### config.mk
export PLATFORM = sky130hd
export DESIGN_NAME = conv2_psum_collector
export DESIGN_NICKNAME = d
export VERILOG_FILES = /design/src/rtl/conv2_pkg.sv /design/src/rtl/conv2_requant.sv /design/src/rtl/conv2_psum_collector.sv
export SDC_FILE = /design/constraint.sdc
export NUM_CORES = 1
export LEC_CHECK = 0
export CAP_MARGIN = 40
export CORE_UTILIZATION = 60
export DETAILED_ROUTE_END_ITERATION = 10
export PLACE_DENSITY = 0.82
export REMOVE_ABC_BUFFERS = 1
export SLEW_MARGIN = 40
export SYNTH_ARGS = -nofsm -noshare
export SYNTH_HDL_FRONTEND = slang
export SYNTH_SLANG_ARGS = --single-unit
### constraint.sdc
create_clock -name clk -period 9.7 [get_ports clk]
set_input_delay 0.97 -clock clk [delete_from_list [all_inputs] [get_ports clk]]
set_output_delay 0.97 -clock clk [all_outputs]
set_load 0.05 [all_outputs]
### src/rtl/conv2_pkg.sv
// Shared sizing constants and FSM state encoding for the conv2 partial-sum collector.
package conv2_pkg;
  localparam int NUM_PE = 12;
  localparam int PSUM_W = 14;
  localparam int ACC_W  = 18;
  localparam int OUT_W  = 8;
  localparam int IDX_W  = 4;

  typedef enum logic [1:0] {
    IDLE  = 2'd0,
    ACCUM = 2'd1,
    DRAIN = 2'd2
  } state_t;
endpackage

### src/rtl/conv2_requant.sv
// Combinational requantiser: arithmetic right shift, optional ReLU, saturate to OUT_W.
module conv2_requant #(
  parameter int ACC_W = conv2_pkg::ACC_W,
  parameter int OUT_W = conv2_pkg::OUT_W
) (
  input  logic signed [ACC_W-1:0] acc,
  input  logic        [3:0]       shift_amt,
  input  logic                    relu_en,
  output logic signed [OUT_W-1:0] q
);
  localparam logic signed [ACC_W-1:0] Q_MAX = ACC_W'((1 << (OUT_W - 1)) - 1);
  localparam logic signed [ACC_W-1:0] Q_MIN = ACC_W'(-(1 << (OUT_W - 1)));

  logic signed [ACC_W-1:0] shifted;

  always_comb begin
    shifted = acc >>> shift_amt;
    if (relu_en && shifted[ACC_W-1]) begin
      shifted = '0;
    end
    if (shifted > Q_MAX) begin
      q = Q_MAX[OUT_W-1:0];
    end else if (shifted < Q_MIN) begin
      q = Q_MIN[OUT_W-1:0];
    end else begin
      q = shifted[OUT_W-1:0];
    end
  end
endmodule

### src/rtl/conv2_psum_collector.sv
// Accumulates per-PE partial sums over channel passes, then drains one requantised
// result per PE index through a valid/ready output.
module conv2_psum_collector #(
  parameter int NUM_PE = conv2_pkg::NUM_PE,
  parameter int PSUM_W = conv2_pkg::PSUM_W,
  parameter int ACC_W  = conv2_pkg::ACC_W,
  parameter int OUT_W  = conv2_pkg::OUT_W
) (
  input  logic                     clk,
  input  logic                     rst,
  input  logic                     psum_valid,
  output logic                     psum_ready,
  input  logic [NUM_PE*PSUM_W-1:0] psum_in,
  input  logic                     psum_last,
  input  logic [3:0]               shift_amt,
  input  logic                     relu_en,
  output logic                     out_valid,
  input  logic                     out_ready,
  output logic [OUT_W-1:0]         out_data,
  output logic [3:0]               out_idx,
  output logic                     out_last,
  output logic                     busy
);
  import conv2_pkg::*;

  localparam logic [3:0] LAST_IDX = 4'(NUM_PE - 1);

  state_t                  state_reg, state_next;
  logic signed [ACC_W-1:0] acc_reg  [NUM_PE];
  logic signed [ACC_W-1:0] acc_next [NUM_PE];
  logic [3:0]              idx_reg;
  logic [3:0]              shift_reg;
  logic                    relu_reg;
  logic                    psum_fire;
  logic                    drain_step;
  logic                    drain_done;
  logic signed [ACC_W-1:0] acc_sel;
  logic signed [OUT_W-1:0] q_data;

  // Kept independent of psum_ready so the FSM comb block has no feedback path.
  assign psum_fire  = psum_valid && !rst && (state_reg != DRAIN);
  assign drain_step = (state_reg == DRAIN) && out_ready;
  assign drain_done = drain_step && (idx_reg == LAST_IDX);

  always_ff @(posedge clk or posedge rst) begin
    if (rst) begin
      state_reg <= IDLE;
    end else begin
      state_reg <= state_next;
    end
  end

  always_comb begin
    state_next = state_reg;
    psum_ready = 1'b0;
    out_valid  = 1'b0;
    busy       = (state_reg != IDLE);
    case (state_reg)
      IDLE: begin
        psum_ready = !rst;
        if (psum_fire) begin
          state_next = psum_last ? DRAIN : ACCUM;
        end
      end
      ACCUM: begin
        psum_ready = !rst;
        if (psum_fire && psum_last) begin
          state_next = DRAIN;
        end
      end
      DRAIN: begin
        out_valid = 1'b1;
        if (drain_done) begin
          state_next = IDLE;
        end
      end
      default: state_next = IDLE;
    endcase
  end

  // Per-PE saturating accumulate; the first beat of a group loads instead of adding.
  genvar gi;
  generate
    for (gi = 0; gi < NUM_PE; gi++) begin : g_pe
      logic [PSUM_W-1:0]      slice;
      logic signed [ACC_W:0]  base;
      logic signed [ACC_W:0]  sum;
      assign slice = psum_in[(NUM_PE-1-gi)*PSUM_W +: PSUM_W];
      assign base  = (state_reg == IDLE) ? '0 : {acc_reg[gi][ACC_W-1], acc_reg[gi]};
      assign sum   = base + {{(ACC_W+1-PSUM_W){slice[PSUM_W-1]}}, slice};
      assign acc_next[gi] = (sum[ACC_W] != sum[ACC_W-1])
                          ? {sum[ACC_W], {(ACC_W-1){~sum[ACC_W]}}}
                          : sum[ACC_W-1:0];
    end
  endgenerate

  always_ff @(posedge clk or posedge rst) begin
    if (rst) begin
      for (int k = 0; k < NUM_PE; k++) begin
        acc_reg[k] <= '0;
      end
    end else if (psum_fire) begin
      for (int k = 0; k < NUM_PE; k++) begin
        acc_reg[k] <= acc_next[k];
      end
    end
  end

  always_ff @(posedge clk or posedge rst) begin
    if (rst) begin
      shift_reg <= '0;
      relu_reg  <= 1'b0;
    end else if (psum_fire && psum_last) begin
      shift_reg <= shift_amt;
      relu_reg  <= relu_en;
    end
  end

  always_ff @(posedge clk or posedge rst) begin
    if (rst) begin
      idx_reg <= '0;
    end else if (drain_step) begin
      idx_reg <= drain_done ? 4'd0 : idx_reg + 4'd1;
    end
  end

  // Accumulators are frozen during drain, so the muxed output holds while stalled.
  assign acc_sel = acc_reg[idx_reg];

  conv2_requant #(
    .ACC_W (ACC_W),
    .OUT_W (OUT_W)
  ) u_requant (
    .acc       (acc_sel),
    .shift_amt (shift_reg),
    .relu_en   (relu_reg),
    .q         (q_data)
  );

  assign out_data = q_data;
  assign out_idx  = idx_reg;
  assign out_last = (state_reg == DRAIN) && (idx_reg == LAST_IDX);
endmodule
==> out/results.tsv <==
metric	value	unit
status	complete, no violations	
average size of a mapped cell	8.12	sq um
largest family of logic cells by synthesized area	compound AO/OA/AOI/OAI gates	
global route overflow	0	
setup total negative slack	0	ns
Compound-Gate Fraction of Synth Area	25.0	%
DR iter-0 viols	2181	
Final min period	5.85	ns
post-synthesis xor/xnor area fraction	5.84	%
Final Hold Fails	0	
HPWL after DPL	55200	um
Slew headroom	45.1	%
full die area	40800	sq um
Pre-antenna DRT Iters	6	
Longest Clk Path Bufs	3	
critical path class	reg -> out	
Chip Width	202	um
Post-Syn Instances	2956	
Worst Hold Margin	0.509	ns
area grow syn2layout	12.6	%
ANT nets after route	0	
Post-synth EDFFs	0	
# setup viols final	0	
Critical Path Max Stage Delay	0.72	ns
CTS resizes	0	
Power Density	378	nW/um^2
Yosys top cell by area	dfrtp_1	
# rows	72	
Starting Density	61.5	%
Total GRT Usage	35.5	%
vias in the first global route	22400	
H-tree depth	1	
max reg flops	216	
Synth top area share	23.7	%
leakage	11.7	nW
Reg area	5690	sq um
distinct cell type count after synthesis	88	
Worst Path Required	8.73	ns
Crit-path slowest cell	clkdlybuf4s50_1	
Mapped Area	24000	sq um
Port Buffers	193	
vias	23400	
CP endpoint kind	primary output	
Adder-Cell Fraction of Synth Area	14.2	%
Max Freq	171	MHz
Synth Register Bits	227	
Slew Limit Fails	0	
Die Y	202	um
worst slew pin tran	0.813	ns
Core ar.	39000	sq um
Root Driver	clkbuf_16	
pin count of the biggest net entering global routing	111	
Num CTS Buffers	27	
multi-input logic area	17500	sq um
worst-path cell chain	buf_4 > mux4_2 > a22oi_2 > a22oi_1 > a222oi_1 > mux2i_1 > nor2_1 > a31oi_1 > o21ai_2 > o21ai_1 > clkdlybuf4s50_1	
main flop type after synthesis	dfrtp_1	
skew final	0.0201	ns
Final period util	60.4	%
TritonCTS clock tree	yes	
most area-consuming cells after synthesis	dfrtp_1 24%, ha_1 11%, and2_1 5.9%	
setup bufs post-CTS	0	
Synth Area in Simple Gates	20.8	%
final core occ	69.3	%
hold_buf cts	0	
Clock transition at path regs	0.06	ns
num ports	194	
Vias/cell	6.54	
unrepaired setup endpoints after global routing	no	
initial antenna violation count	3	
Final GP Congestion	0.946	
Skew-Pair Late Insertion Delay	0.56	ns
Filler Cell Count	3113	
Yosys warnings	0	
Hold Path Class	reg -> reg	
VDD IR max	0.000188	V
routed wire length per instance	20.4	um
Seq/Total Area, Yosys	23.7	%
clock sinks	227	
global-route wire length before repair	118000	um
CP arrival	4.88	ns
critical path fanouts, max	39	
Worst R2R Setup Slack	4.50	ns
DRC Markers	0	
final wirelength	73000	um
crit start category	register	
ratio of cells with drive above 1 in the final layout	5.69	%
post-synthesis mux area share	6.69	%
max-cap violations	0	
fin nets	3454	
Post-synth ARST share	100	%
-- power by group --
group          switching [W]  internal (W)
registers           0.000675       0.00142
logic                0.00417       0.00300
clock network       0.000414      0.000539
-- metal layers --
metal	vias up	GRT usage (%)	share of wire, %
met5	-	0	0.041
met4	4	9.55	2.7
met2	971	58.5	46
li1	11100	-	-
met3	122	4.64	8.6
met1	11200	49.0	42
-- path summary, 6_finish.rpt --
check	startpoint	end	cells after the start
worst max-delay path	out_idx[1]	out_data[2]	11
worst min-delay path	acc_reg[186]	acc_reg[186]	2
worst max register to register	state_reg[1]	acc_reg[153]	14
worst min register to register	acc_reg[186]	acc_reg[186]	2
max in group asynchronous	rst	acc_reg[72]	3
min in group asynchronous	rst	state_reg[1]	2
-- synth_stat cells, drive strengths merged, types with 16 or more instances --
| cell type | n |
|---|---|
| clkbuf | 134 |
| a22o | 16 |
| o31ai | 59 |
| a21oi | 242 |
| nor2b | 29 |
| mux4 | 58 |
| nor3 | 70 |
| a21o | 47 |
| nand2b | 18 |
| dfrtp | 227 |
| xnor2 | 98 |
| o21bai | 24 |
| mux2i | 17 |
| o21ai | 302 |
| nor2 | 198 |
| a31oi | 42 |
| nand2 | 308 |
| and2 | 228 |
| xor2 | 62 |
| ha | 217 |
| a22oi | 54 |
| a211oi | 31 |
| buf | 23 |
| inv | 66 |
| nand4 | 16 |
| or3 | 16 |
| and3 | 20 |
| o21a | 18 |
| nand3 | 97 |
| maj3 | 46 |
| o211ai | 23 |
-- placed cells by master, fill, tap and decap left out, types with 38 or more instances in the layout --
master	n
inv_1	65
clkdlybuf4s50_1	193
mux4_2	57
a21o_1	47
a22oi_1	49
dfrtp_1	225
xnor2_1	98
maj3_1	46
nor2_1	197
ha_1	217
a31oi_1	40
nand2_1	308
o21ai_0	263
o21ai_1	38
o31ai_1	58
and2_1	228
nand3_1	96
xor2_1	62
nor3_1	68
a21oi_1	241
-- stage by stage --
stage	instances	power (W)	setup slack (ns)	cell area, sq um
floorplan	2799	0.00715	1.69	23400
global placement	3533	0.00881	4.29	26100
detailed placement	3535	0.00907	4.41	26200
CTS	3576	0.0101	3.83	27000
global route	3577	0.0110	3.55	27000
finish	3578	0.0102	3.85	27000
-- critical path, delay by kind of cell (launching register included) --
kind,cells,cell delay [ns]
AOI/OAI and AO/OA,6,1.59
and+or+nand+nor,1,0.13
DFF,1,0.66
muxes,2,0.64
buffers and inverters,2,1.29
-- layout make-up --
type                       count  share of cell area (%)
clock buffer                  38                    2.84
sequential                   227                    21.0
tap                          518                    2.40
clock inverter                 3                  0.0556
timing repair buffer         219                    8.02
multi-input combinational   2504                    64.7
antenna                        1                 0.00926
inverter                      68                   0.972
-- logic make-up after synthesis --
| group | after synthesis |
|---|---|
| simple gates | 1029 |
| compound gates | 954 |
| fa+ha+maj | 275 |
| flops | 227 |
| buf+inv | 225 |
| xor+xnor | 160 |
| mux | 86 |
(Power assumes the default switching activity.)
